`config.mk`:
```
export PLATFORM = sky130hd
export DESIGN_NAME = inst_issue
export DESIGN_NICKNAME = d
export VERILOG_FILES = /design/src/rtl/inst_issue.sv
export SDC_FILE = /design/constraint.sdc
export NUM_CORES = 1
export LEC_CHECK = 0
export BUFFER_PORTS_ARGS = -buffer_cell sky130_fd_sc_hd__buf_2
export CORE_MARGIN = 8
export CORE_UTILIZATION = 50
export DETAILED_ROUTE_END_ITERATION = 10
export GPL_TIMING_DRIVEN = 0
export PLACE_DENSITY = 0.79
export SKIP_LAST_GASP = 1
export SLEW_MARGIN = 20
export SYNTH_ARGS = -nofsm -noshare
export SYNTH_HDL_FRONTEND = slang
export SYNTH_SLANG_ARGS = --single-unit
```
`constraint.sdc`:
```
create_clock -name clk -period 2.5 [get_ports clk]
set_clock_uncertainty 0.05 [all_clocks]
set_input_delay 0 -clock clk [delete_from_list [all_inputs] [get_ports clk]]
set_output_delay 0 -clock clk [all_outputs]
set_load 0.005 [all_outputs]
```
`src/rtl/inst_issue.sv`:
```
// inst_issue: transmitter at the head of the 32-bit instruction daisy-chain.
// Takes one command (unit id, word count, run flag, priority), pulls 16-bit
// payload beats and turns each one into a load word with an incrementing
// address. It can then append a run word. Words leave on a valid/ready stream.
//
// Handshake rule on every port: a transfer happens on a rising clock edge
// where valid and ready are both high. A producer holding valid keeps its
// data stable until that edge. inst_s_valid never drops without a transfer.

module inst_issue #(
    parameter int          IW       = 32,
    parameter int          MAX_CNT  = 16,
    parameter logic [3:0]  RUN_ADDR = 4'hF
) (
    input  logic          clk,
    input  logic          rst_n,
    input  logic [2:0]    cmd_m_id,
    input  logic [4:0]    cmd_m_cnt,
    input  logic          cmd_m_run,
    input  logic [1:0]    cmd_m_prior,
    input  logic          cmd_m_valid,
    output logic          cmd_m_ready,
    input  logic [15:0]   pld_m_data,
    input  logic          pld_m_valid,
    output logic          pld_m_ready,
    output logic [IW-1:0] inst_s_data,
    output logic          inst_s_valid,
    input  logic          inst_s_ready,
    output logic          busy,
    output logic          done
);

    typedef enum logic [1:0] {
        IDLE = 2'd0,
        LOAD = 2'd1,
        RUN  = 2'd2,
        WAIT = 2'd3
    } state_t;

    state_t      state;
    logic [2:0]  id_q;
    logic [4:0]  cnt_q;
    logic        run_q;
    logic [1:0]  prior_q;
    logic [3:0]  idx_q;

    logic        out_free;
    logic        cmd_fire;
    logic        pld_fire;
    logic        last_beat;
    logic [4:0]  cnt_clamped;
    logic [IW-1:0] load_word;
    logic [IW-1:0] run_word;

    // The output register can take a new word when it is empty or its word leaves this cycle
    assign out_free    = !inst_s_valid || inst_s_ready;

    // cmd_m_ready is gated by rst_n so that no command is accepted while reset is held
    assign cmd_m_ready = (state == IDLE) && rst_n;
    assign pld_m_ready = (state == LOAD) && out_free;
    assign busy        = (state != IDLE);

    assign cmd_fire    = cmd_m_valid && cmd_m_ready;
    assign pld_fire    = pld_m_valid && pld_m_ready;

    assign cnt_clamped = (cmd_m_cnt > 5'(MAX_CNT)) ? 5'(MAX_CNT) : cmd_m_cnt;

    // The beat with index cnt-1 is the last load. idx_q is 4 bits, so a count of 16 uses addresses 0..15
    assign last_beat   = ({1'b0, idx_q} == (cnt_q - 5'd1));

    // Word layout, MSB first: run, id, addr, prior, 6 reserved zero bits, data
    assign load_word   = IW'({1'b0, id_q, idx_q, prior_q, 6'b0, pld_m_data});
    assign run_word    = IW'({1'b1, id_q, RUN_ADDR, prior_q, 6'b0, 16'h0000});

    // Command FSM together with the output register, latched fields and done pulse
    always_ff @(posedge clk or negedge rst_n) begin
        if (!rst_n) begin
            state        <= IDLE;
            id_q         <= '0;
            cnt_q        <= '0;
            run_q        <= 1'b0;
            prior_q      <= '0;
            idx_q        <= '0;
            inst_s_data  <= '0;
            inst_s_valid <= 1'b0;
            done         <= 1'b0;
        end else begin
            done <= 1'b0;
            // Once the held word leaves, valid drops. A branch below raises it again if it has a new word
            if (inst_s_valid && inst_s_ready) begin
                inst_s_valid <= 1'b0;
            end
            case (state)
                IDLE: begin
                    if (cmd_fire) begin
                        id_q    <= cmd_m_id;
                        cnt_q   <= cnt_clamped;
                        run_q   <= cmd_m_run;
                        prior_q <= cmd_m_prior;
                        idx_q   <= '0;
                        if (cnt_clamped != 5'd0) begin
                            state <= LOAD;
                        end else if (cmd_m_run) begin
                            state <= RUN;
                        end else begin
                            state <= WAIT;
                        end
                    end
                end
                LOAD: begin
                    if (pld_fire) begin
                        inst_s_data  <= load_word;
                        inst_s_valid <= 1'b1;
                        idx_q        <= idx_q + 4'd1;
                        if (last_beat) begin
                            state <= run_q ? RUN : WAIT;
                        end
                    end
                end
                RUN: begin
                    if (out_free) begin
                        inst_s_data  <= run_word;
                        inst_s_valid <= 1'b1;
                        state        <= WAIT;
                    end
                end
                WAIT: begin
                    // Finish only after the last word has been taken, so done marks full completion
                    if (out_free) begin
                        done  <= 1'b1;
                        state <= IDLE;
                    end
                end
                default: state <= IDLE;
            endcase
        end
    end

endmodule
```
# == After elaboration in Yosys (flattened, before gate mapping) ==
# Cells that the tools add are included.
# word_totals
ff_bits,51
latch_bits,0
ramBits,0
rom_bits,0
input_bits,32
output_inout_bits,37
n_memories,0
# classes
add_sub_neg,2
multipliers,0
div_mod_pow,0
n_lt_le_gt_ge,1
n_eq_ne,9
shifts,0
muxes,22
bitwise_logic,0
n_reduce_logical,16
# ops
cell,count
two-way mux 32 bit,2
case mux 32 bit (2 select lines),1
two-way mux 2 bit,6
"inequality test 2 bit, second input constant",5
two-way mux 4 bit,2
case mux 2 bit (4 select lines),1
case mux 4 bit (2 select lines),1
two-way mux 1 bit,7
AND reduction 3 bit,2
nonzero test 2 bit,3
equality test 4 x 5 -> 1 bit,1
"> comparator 5 bit, second input constant",1
logical AND 1 bit,5
two-way mux 5 bit,1
AND reduction 5 bit,1
nonzero test 5 bit,1
"subtractor 5 x 1 -> 5 bit, second input constant",1
"adder 4 x 1 -> 4 bit, second input constant",1
"equality test 2 bit, second input constant",2
"equality test 2 x 1 -> 1 bit, second input constant",1
logical NOT 2 bit,1
case mux 1 bit (2 select lines),1
AND reduction 2 bit,1
logical NOT 1 bit,1
logical OR 1 bit,1

# == Depth between registers and ports, before layout ==
# Gate-level depths: netlist of run 1.
# depth
word_depth,6
ltp_mapped,7
mapped_depth_nobuf,7

# == Worst setup path before layout of run 1 ==
# OpenSTA, ideal clock, no wires.
# synth_path
kind,register to register
start,reg cnt_q[0]
end,reg state[0]
t_arrival_ns,1.630
slack_ns,0.692
stages_incl_launch_ff,8
n_path_buf,0
cell_sequence,dfrtp_1 > inv_1 > ha_1 > nand3b_1 > a21oi_1 > o311ai_1 > a211oi_2 > mux2_1
# synth_via
elab_chain_cells,4
# synth_rtl
item,line_no,text
"start, declared",42,logic [4:0] cnt_q;
"start signal, assigned",97,cnt_q <= cnt_clamped;
subtractor 5 x 1 -> 5 bit,69,"assign last_beat = ({1'b0, idx_q} == (cnt_q - 5'd1));"
equality test 4 x 5 -> 1 bit,69,
inequality test 2 bit (no source line),-,
AND reduction 5 bit (no source line),-,
"end signal, assigned",116,state <= run_q ? RUN : WAIT;
"end, declared",40,state_t state;
# No other way between the ends.
# A chain may end at the register's enable or synchronous reset.

# == Worst setup path in the final report of run 1 ==
# Same ends and word-level chain as after synthesis.

==> results of run 1 <==
[area by class of cell]
cell class | instances | area, sq um
Fill cell | 287 | 1100
Tap cell | 50 | 62.6
Sequential cell | 45 | 1130
Clock buffer | 5 | 68.8
Multi-Input combinational cell | 128 | 878
Timing Repair Buffer | 94 | 633
Inverter | 7 | 26.3
Buffer | 13 | 77.6
Clock inverter | 3 | 22.5
[sequential cells by signal, summed over array words and instances, names as in the netlist]
signal        count
prior_q           2
run_q             1
idx_q             4
inst_s_valid      1
inst_s_data      26
cnt_q             5
id_q              3
done              1
state             2
[synthesized netlist by cell type (all sizes together)]
library cell	instances
o22a	4
a21oi	2
o21a	2
nand4	1
ha	7
clkbuf	4
nand4b	1
o311ai	1
conb	1
nand2b	6
xnor2	3
nand3b	2
o32a	1
and2	4
nand2	30
nor2b	1
o21ai	12
and3	1
buf	9
nor4	1
mux2	11
nor2	5
a21boi	1
a22o	19
inv	7
nor3	2
dfrtp	45
a211oi	1
xor2	2
nand3	1
nor4b	1
[critical path, cell delays in order (launching register included)]
cell	delay, ps
dfrtp_1	430
inv_1	60
ha_1	240
nand3b_1	170
a21oi_1	150
o311ai_1	160
a211oi_2	330
mux2_1	350
[logic make-up after synthesis]
| group | share of synthesized area [%] |
|---|---|
| buf+inv | 4.97 |
| compound gates | 15.6 |
| simple gates | 13.2 |
| fa+ha+maj | 4.19 |
| mux | 5.93 |
| xor+xnor | 2.10 |
| other cells | 0.179 |
| flops | 53.9 |
[layer usage]
layer  track usage [%]  share of wire (%)  vias to the layer above
li1                  -                  -                      856
met1              19.8                 39                      883
met2              29.6                 52                       53
met3              6.25                7.3                       10
met4              5.45                1.7                        0
met5                 0                  0                        -
[power by group through the flow]
stage	combinational [mW]	sequential (mW)	clock (mW)
2_1_floorplan	0.836	1.27	0
3_3_place_gp	1.29	1.26	0
3_5_place_dp	1.32	1.27	0
4_1_cts	1.36	1.27	0.451
5_1_grt	1.54	1.33	0.488
6_report	1.38	1.28	0.445
[metrics by stage]
step / worst slack (ps) / util, % / cells / hold slack (ps) / total power, mW
finish: 442 / 72.4 / 345 / 30.2 / 3.11
global route: 311 / 72.4 / 345 / 50.2 / 3.36
CTS: 255 / 72.3 / 345 / 31.5 / 3.08
detailed placement: 475 / 62.0 / 305 / 170 / 2.60
global placement: 519 / 62.0 / 305 / 166 / 2.55
floorplan: 692 / - / 193 / -346 / 2.10
[layout by cell type, fill, tap and decap left out, types with 2 or more instances in the layout]
master / netlist / routed
inv_1: 7 / 7
nand2b_1: 5 / 5
mux2_2: 9 / 9
clkbuf_1: 4 / 4
conb_1: 1 / 6
nor2_1: 5 / 5
ha_1: 7 / 7
and2_1: 4 / 4
a22o_1: 19 / 19
o21ai_0: 12 / 12
xor2_1: 2 / 2
nand3b_1: 2 / 2
clkinv_4: 0 / 2
o21a_1: 2 / 2
dlygate4sd3_1: 0 / 32
dfrtp_1: 45 / 45
nor3_1: 2 / 2
buf_2: 2 / 63
buf_4: 7 / 8
nand2_1: 30 / 30
xnor2_1: 3 / 3
clkbuf_8: 0 / 5
mux2_1: 2 / 2
a21oi_1: 2 / 2
o22a_1: 4 / 4
[worst max path at each step]
stage,end,slack (ps),cells past startpoint
floorplan,state[0],690,7
global placement,state[1],520,7
detailed placement,state[1],480,7
CTS,state[0],250,7
global route,state[0],310,7
finish,state[0],440,7
==> qor.yml, run 1 <==
start_util_pct: 52.2
first_global_vias: 1887
place_congestion: 0.763
antenna_found_initial: 0
swShare_pct: 37.2
timing.rr.end: "state[0]"
cts-root-buf: "clkbuf_8"
die-area_sq_mm: 0.00650
place_area_sq_mm: 0.00248
slew_violations: 0
drv_cap: 0
finalNetCount: 333
worst-r2r-cell-count: 7
cts_num_sinks: 45
grt_remaining_overflow: 0
drtAntennaViolNets: 0
drc_errors: 0
ioPinCount: 69
rsz0062_at_grt: "false"
area_delta_synth_final_pct: 38.6
viasPerCell: 5.22
diodes: 0
totalWireLength_microns: 5480
avgSynthCellArea_sq_um: 11.1
drt_iter0_drc: 108
final_cell_area_sq_mm: 0.00290
cts_tree: "built"
h-tree-depth: 2
startpoint: "cnt_q[0]"
clockBufferDepth: 2
insertion_delay_ps: 290
rr_startpoint: "cnt_q[0]"
min_period_over_period_pct: 82.3
grt_usage_pct: 17.4
p_comb_share_pct: 44.3
run_status: "finished clean"
fin_setup_tns_ps: 0
grt_max_degree: 49
powerDensity_mw_per_mm2: 1070
r2r_setup_slack_ps: 440
cp_max_fo: 4
p_leak_nw: 1.46
yosys_warnings: 0
critPathLaunchType: "register"
synth_area_sq_mm: 0.00209
drt_first_pass_iters: 4
cts_resized: 0
coreArea_sq_mm: 0.00400
grt_first_pass_wirelength_microns: 8970
holdPathEnd: "inst_s_valid"
intPower_mw: 1.95
num_rows: 23
yosysTopAreaCell: "dfrtp_1"
die_x_microns: 80.6
wire_per_inst_microns: 15.9
vias: 1802
power_switching_mw: 1.16
path_clk_slew_ps: 80
die_y_microns: 80.6
cts_made_buffers: 5
end_kind: "register"
hpwl_microns: 3380
synthCells: 188
max_slew_margin_pct: 61.8
ys_seq_area_share_pct: 53.9
ys_ff_latch: 45
finalCriticalPeriod_ps: 2060
worstHoldPathCells: 3
required_ps: 2620
cts_setup_buffers: 0
final_hold_viol_count: 0
worstHoldStart: "inst_s_ready"
hp-class: "in2reg"
seqPwrFrac_pct: 41.3
arrival_ps: 2180
tightest_slew_ps: 574
ir_drop_v: 0.000701
netlist_top_cells_area: "dfrtp_1 54%, a22o_1 8.0%, nand2_1 5.4%"
worstSetupPathType: "reg2reg"
p_clk_share_pct: 14.3
max_freq_mhz: 486
ys_types: 34
synth_top_area_share_pct: 53.9
cts-hold-fix-buffers: 32
setup_viol: 0
portBuffers: 62
drive_gt1_share_pct: 30.8
Note: power is estimated with default switching activity, not from simulation.
==> run 2, diff against run 1 <==
--- a/config.mk
+++ b/config.mk
@@ -7,10 +7,10 @@
 export LEC_CHECK = 0
 export BUFFER_PORTS_ARGS = -buffer_cell sky130_fd_sc_hd__buf_2
 export CORE_MARGIN = 8
-export CORE_UTILIZATION = 50
+export CORE_UTILIZATION = 45
 export DETAILED_ROUTE_END_ITERATION = 10
 export GPL_TIMING_DRIVEN = 0
-export PLACE_DENSITY = 0.79
+export PLACE_DENSITY = 0.75
 export SKIP_LAST_GASP = 1
 export SLEW_MARGIN = 20
 export SYNTH_ARGS = -nofsm -noshare
==> constraint.sdc (replaced) <==
create_clock -name clk -period 1.66 [get_ports clk]
set_clock_uncertainty 0.05 [all_clocks]
set_input_delay 0 -clock clk [delete_from_list [all_inputs] [get_ports clk]]
set_output_delay 0 -clock clk [all_outputs]
set_load 0.005 [all_outputs]
==> run 2 against run 1 <==
The flow now finishes with violations (hold timing, setup timing). Largest power group unchanged. Count of clock-buffer cells in the layout up 1. Fmax up 7.0%. Design area increased by 6.0%. Sequential cell count stayed put. Die area grew 8.9%. Combinational power is 78% higher. Cell count rose by 2.0%.
==> qor.yml, run 2 (synthesized netlist as in run 1, its figures left out) <==
cts-root-buf: "clkbuf_8"
crit_path_end: "state[1]"
powerDensity_mw_per_mm2: 1700  # +59%
portBuffers: 62  # unchanged
drtAntennaViolNets: 0  # unchanged
antenna_found_initial: 0  # unchanged
ioPinCount: 69  # unchanged
post-route-util_pct: 69.6  # -2.8 points
place_congestion: 0.772  # +1.3%
drt_iter0_drc: 78  # -28%
dp.cells: 307  # +0.66%
worstSetupPathType: "reg2reg"
stdcell_count: 352  # +2.0%
cts_num_sinks: 45  # unchanged
final_common_cell: "buf_2"
end_kind: "register"
timing.rr.end: "state[1]"
worst_path_max_delay_cell: "dfrtp_1"
largest_reg_flops: 26  # unchanged
die_x_microns: 84.1  # +4.3%
p_leak_nw: 1.53  # +4.5%
setup_viol: 4  # +4
path_clk_slew_ps: 90  # about the same
final_hold_viol_count: 45  # +45
totalWireLength_microns: 5990  # +9.4%
cp_max_fo: 4  # unchanged
grt_first_pass_wirelength_microns: 9920  # +11%
final_cell_area_sq_mm: 0.00307  # +6.0%
critPathLaunchType: "register"
required_ps: 1800  # -820 ps
max_freq_mhz: 520  # +7.0%
grt_remaining_overflow: 0  # unchanged
max_slew_margin_pct: 59.8  # -2.0 points
area_delta_synth_final_pct: 46.9
first_global_vias: 2091  # +11%
grt_usage_pct: 17.1  # -0.37 points
rr_startpoint: "cnt_q[0]"
place_area_sq_mm: 0.00250  # +0.86%
insertion_delay_ps: 300  # about the same
drive_gt1_share_pct: 39.3  # +8.5 points
hpwl_microns: 3620  # +6.9%
slew_violations: 0  # unchanged
cp_num_buf_inv: 1  # unchanged
min_period_over_period_pct: 116  # +34 points
die_y_microns: 84.1  # +4.3%
cts-hold-fix-buffers: 32  # unchanged
cp_cell_sequence: "inv_2 > ha_4 > xor2_1 > nor3_2 > o311ai_2 > a211oi_2 > mux2_4"
worst-r2r-cell-count: 7  # unchanged
die-area_sq_mm: 0.00708  # +8.9%
drc_errors: 0  # unchanged
run_status: "finished with violations"
grt_max_degree: 49  # unchanged
rsz0062_at_grt: "true"
crit_family: "compound AO/OA/AOI/OAI gates"
vias: 1800  # -0.11%
hold_ws_ps: -351  # -381 ps
num_rows: 24  # +4.3%
wire_per_inst_microns: 17.0  # +7.2%
arrival_ps: 2060  # -120 ps
coreArea_sq_mm: 0.00441  # +10%
crit_cells: 7  # unchanged
hp-class: "in2async"
finalCriticalPeriod_ps: 1920  # -134 ps
setup_ws_ps: -263  # -706 ps
dp_slack_ps: -359  # -834 ps
viasPerCell: 5.11  # -2.1%
layout_common_cells: "63 x buf_2, 45 x dfrtp_1, 32 x dlygate4sd3_1, 29 x nand2_1, 19 x a22o_1"
tightest_slew_ps: 603  # +29.8 ps
drv_cap: 0  # unchanged
drt_first_pass_iters: 4  # unchanged
top_register: "inst_s_data"
startpoint: "cnt_q[0]"
violations: "hold timing, setup timing"
reg_top3: "inst_s_data (26), cnt_q (5), idx_q (4)"
cts_made_buffers: 5  # unchanged
clockBufferDepth: 2  # unchanged
h-tree-depth: 2  # unchanged
slowest_delay_ps: 400  # -30 ps
n_fill_cell: 299  # +4.2%
cts_tree: "built"
r2r_setup_slack_ps: -260  # -710 ps
ir_drop_v: 0.00101  # +44%
diodes: 0  # unchanged
start_util_pct: 47.3  # -4.9 points
finalNetCount: 338  # +1.5%
[run 2: how the worst min path moves through the flow]
stage	from	slack, ps	cells past startpoint	to
after floorplan	rst_n	-350	0	cnt_q[0]
after global placement	pld_m_data[6]	170	2	inst_s_data[6]
after detailed placement	pld_m_data[15]	170	2	inst_s_data[15]
after CTS	rst_n	-140	1	state[0]
after global routing	rst_n	-310	1	run_q
final	rst_n	-350	1	state[0]
[run 2: per-stage QoR]
stage | setup TNS, ps | power, mW
after CTS | -546 | 5.07
after global routing | -1700 | 5.64
after global placement | -6700 | 3.90
final | -574 | 5.23
after floorplan | -109 | 3.21
after detailed placement | -8130 | 4.00
[run 2: report_power, final]
part | switching, mW | internal [mW] | total (mW)
combinational | 1.16 | 1.29 | 2.45
clock | 0.387 | 0.452 | 0.840
sequential | 0.350 | 1.59 | 1.94
[run 2: area by class of cell]
class                           instances  area, sq um  share of cell area [%]
Timing Repair Buffer                  100          678                    22.1
Clock inverter                          2         38.8                    1.26
Buffer                                 12         91.3                    2.97
Inverter                                7         26.3                   0.856
Multi-Input combinational cell        128          972                    31.7
Clock buffer                            6         72.6                    2.36
Sequential cell                        45         1130                    36.7
Tap cell                               52         65.1                    2.12
[run 2: worst register-to-register path: cells and delay by family (launching register included)]
kind,cells,cell delay (ps)
xor gates and xnor gates,1,170
muxes,1,330
DFF,1,400
buffers and inverters,1,60
AOI/OAI and AO/OA,2,480
adders and majority gates,1,170
and+or+nand+nor,1,150
[run 2: what timing repair did]
item | CTS | global route
endpoints found under the setup margin | 40 | 40
buffers inserted | 5 | 1
pin swaps | 1 | 3
gates resized for setup | 19 | 12
gates cloned | 0 | 0
hold endpoints to repair | 73 | 45
[run 2: per-layer routing]
layer / up-vias / wire, microns / GRT usage (%)
met5: - / 0 / 0
met4: 0 / 127 / 8.01
met3: 11 / 322 / 4.54
met2: 57 / 3170 / 30.6
met1: 870 / 2370 / 18.0
li1: 862 / - / -
==> run 3, diff against run 2 <==
--- a/config.mk
+++ b/config.mk
@@ -7,10 +7,10 @@
 export LEC_CHECK = 0
 export BUFFER_PORTS_ARGS = -buffer_cell sky130_fd_sc_hd__buf_2
 export CORE_MARGIN = 8
-export CORE_UTILIZATION = 45
+export CORE_UTILIZATION = 54
 export DETAILED_ROUTE_END_ITERATION = 10
 export GPL_TIMING_DRIVEN = 0
-export PLACE_DENSITY = 0.75
+export PLACE_DENSITY = 0.85
 export SKIP_LAST_GASP = 1
 export SLEW_MARGIN = 20
 export SYNTH_ARGS = -nofsm -noshare
==> constraint.sdc (replaced) <==
create_clock -name clk -period 2.3 [get_ports clk]
set_clock_uncertainty 0.05 [all_clocks]
set_input_delay 0 -clock clk [delete_from_list [all_inputs] [get_ports clk]]
set_output_delay 0 -clock clk [all_outputs]
set_load 0.005 [all_outputs]
==> run 3 against run 2 <==
The run now ends clean. Power decreased by 32%. Wire length increased by 2.9%. Sequential cell count unchanged. Worst hold slack improved by 400 ps. First-iteration DRC count grew 31%. Critical path depth did not move. Design area decreased by 5.4%. Register-to-register slack gained 460 ps. Largest cell class unchanged. Largest power group unchanged.
==> qor.yml, run 3 (synthesized netlist as in run 1, its figures left out) <==
hp-class: "in2reg"
cts-root-buf: "clkbuf_8"
end_kind: "register"
dp.cells: 303  # -1.3%
cts_made_buffers: 5  # unchanged
grt_first_pass_wirelength_microns: 9760  # -1.5%
antenna_found_initial: 0  # unchanged
rsz0062_at_grt: "false"
slew_violations: 0  # unchanged
finalCriticalPeriod_ps: 2100  # +180 ps
viasPerCell: 5.40  # +5.6%
top_register: "inst_s_data"
run_status: "finished clean"
place_congestion: 0.770  # -0.26%
stdcell_count: 343  # -2.6%
die_x_microns: 78.2  # -7.1%
required_ps: 2430  # +630 ps
ioPinCount: 69  # unchanged
min_period_over_period_pct: 91.5  # -24 points
portBuffers: 62  # unchanged
clockBufferDepth: 2  # unchanged
max_freq_mhz: 475  # -8.6%
path_clk_slew_ps: 90  # about the same
max_slew_margin_pct: 62.3  # +2.5 points
grt_remaining_overflow: 0  # unchanged
start_util_pct: 56.6  # +9.3 points
drive_gt1_share_pct: 30.6  # -8.7 points
p_leak_nw: 1.46  # -4.0%
cts_setup_buffers: 0  # -5
drc_errors: 0  # unchanged
die_y_microns: 78.2  # -7.1%
drt_iter0_drc: 102  # +31%
cp_max_fo: 4  # unchanged
area_delta_synth_final_pct: 39.0
num_rows: 22  # -8.3%
coreArea_sq_mm: 0.00369  # -16%
reg_top3: "inst_s_data (26), cnt_q (5), idx_q (4)"
setup_viol: 0  # -4
ir_drop_v: 0.000823  # -18%
largest_reg_flops: 26  # unchanged
wire_per_inst_microns: 18.0  # +5.6%
totalWireLength_microns: 6160  # +2.9%
drt_first_pass_iters: 4  # unchanged
vias: 1852  # +2.9%
cts_tree: "built"
drtAntennaViolNets: 0  # unchanged
grt_usage_pct: 20.4  # +3.3 points
drv_cap: 0  # unchanged
post-route-util_pct: 78.8  # +9.2 points
finalNetCount: 332  # -1.8%
insertion_delay_ps: 300  # about the same
die-area_sq_mm: 0.00612  # -14%
layout_common_cells: "63 x buf_2, 45 x dfrtp_1, 31 x dlygate4sd3_1, 30 x nand2_1, 19 x a22o_1"
startpoint: "cnt_q[0]"
fin_setup_tns_ps: 0  # +574 ps
tightest_slew_ps: 566  # -37.8 ps
critPathLaunchType: "register"
powerDensity_mw_per_mm2: 1230  # -28%
worstSetupPathType: "reg2reg"
hpwl_microns: 3600  # -0.40%
first_global_vias: 2009  # -3.9%
rr_startpoint: "cnt_q[0]"
cts_num_sinks: 45  # unchanged
final_common_cell: "buf_2"
worstHoldStart: "inst_s_ready"
grt_max_degree: 49  # unchanged
arrival_ps: 2230  # +170 ps
h-tree-depth: 2  # unchanged
final_hold_viol_count: 0  # -100%
==> run 3: cell count changes in the layout (fill, tap and decap cells not counted), sizes merged <==
cell         delta
diode           +1
buf             -7
clkbuf          +2
dlygate4sd3     -1
==> run 3: power breakdown <==
part / total, mW / switching (mW) / internal [mW]
registers: 1.41 / 0.257 / 1.15
clock network: 0.597 / 0.271 / 0.326
logic: 1.56 / 0.805 / 0.756
==> run 3: layer usage <==
metal	global-route usage, %	wire length [microns]
met3	5.13	415
met2	36.1	3370
met4	12.6	204
met1	21.0	2180
met5	0	0
==> run 3: critical path, stage by stage, from the launching register on <==
cell and delay (ps):
dfrtp_1 430, inv_1 70, ha_1 240, nand3b_1 170, a21oi_1 140, o311ai_1 180
a211oi_2 340, mux2_1 360
==> run 3: path summary, 6_finish.rpt <==
check / end / slack (ps) / depth (start not counted)
max: state[1] / 200 / 7
min: inst_s_valid / 50 / 3
max reg2reg: state[1] / 200 / 7
min reg2reg: inst_s_data[23] / 420 / 2
max in group asynchronous: run_q / 1620 / 2
min in group asynchronous: inst_s_data[5] / 180 / 2
==> run 3: timing repair <==
item | in CTS | in global routing
hold buffers | 31 | 0
endpoints found under the hold margin | 72 | 0
resized for setup | 0 | 0
==> run 3: final cells by class <==
class,count,area (sq um)
multi-input cells,128,878
repair buffers,93,623
clock inverters,2,38.8
clock buffers,6,72.6
diodes,1,2.50
flip-flops and latches,45,1130
well taps,48,60.1
inverters,7,26.3
fillers,223,783
plain buffers,13,77.6
==> run 3: through the flow <==
step / power, mW / cell area, sq um / hold WS (ps) / worst slack [ps]
6_report: 3.56 / 2910 / 52.1 / 196
2_1_floorplan: 2.29 / 2110 / -346 / 492
4_1_cts: 3.49 / 2900 / 15.6 / 12.5
3_5_place_dp: 2.85 / 2480 / 165 / 241
3_3_place_gp: 2.76 / 2480 / 166 / 340
5_1_grt: 3.79 / 2900 / 68.0 / 62.5
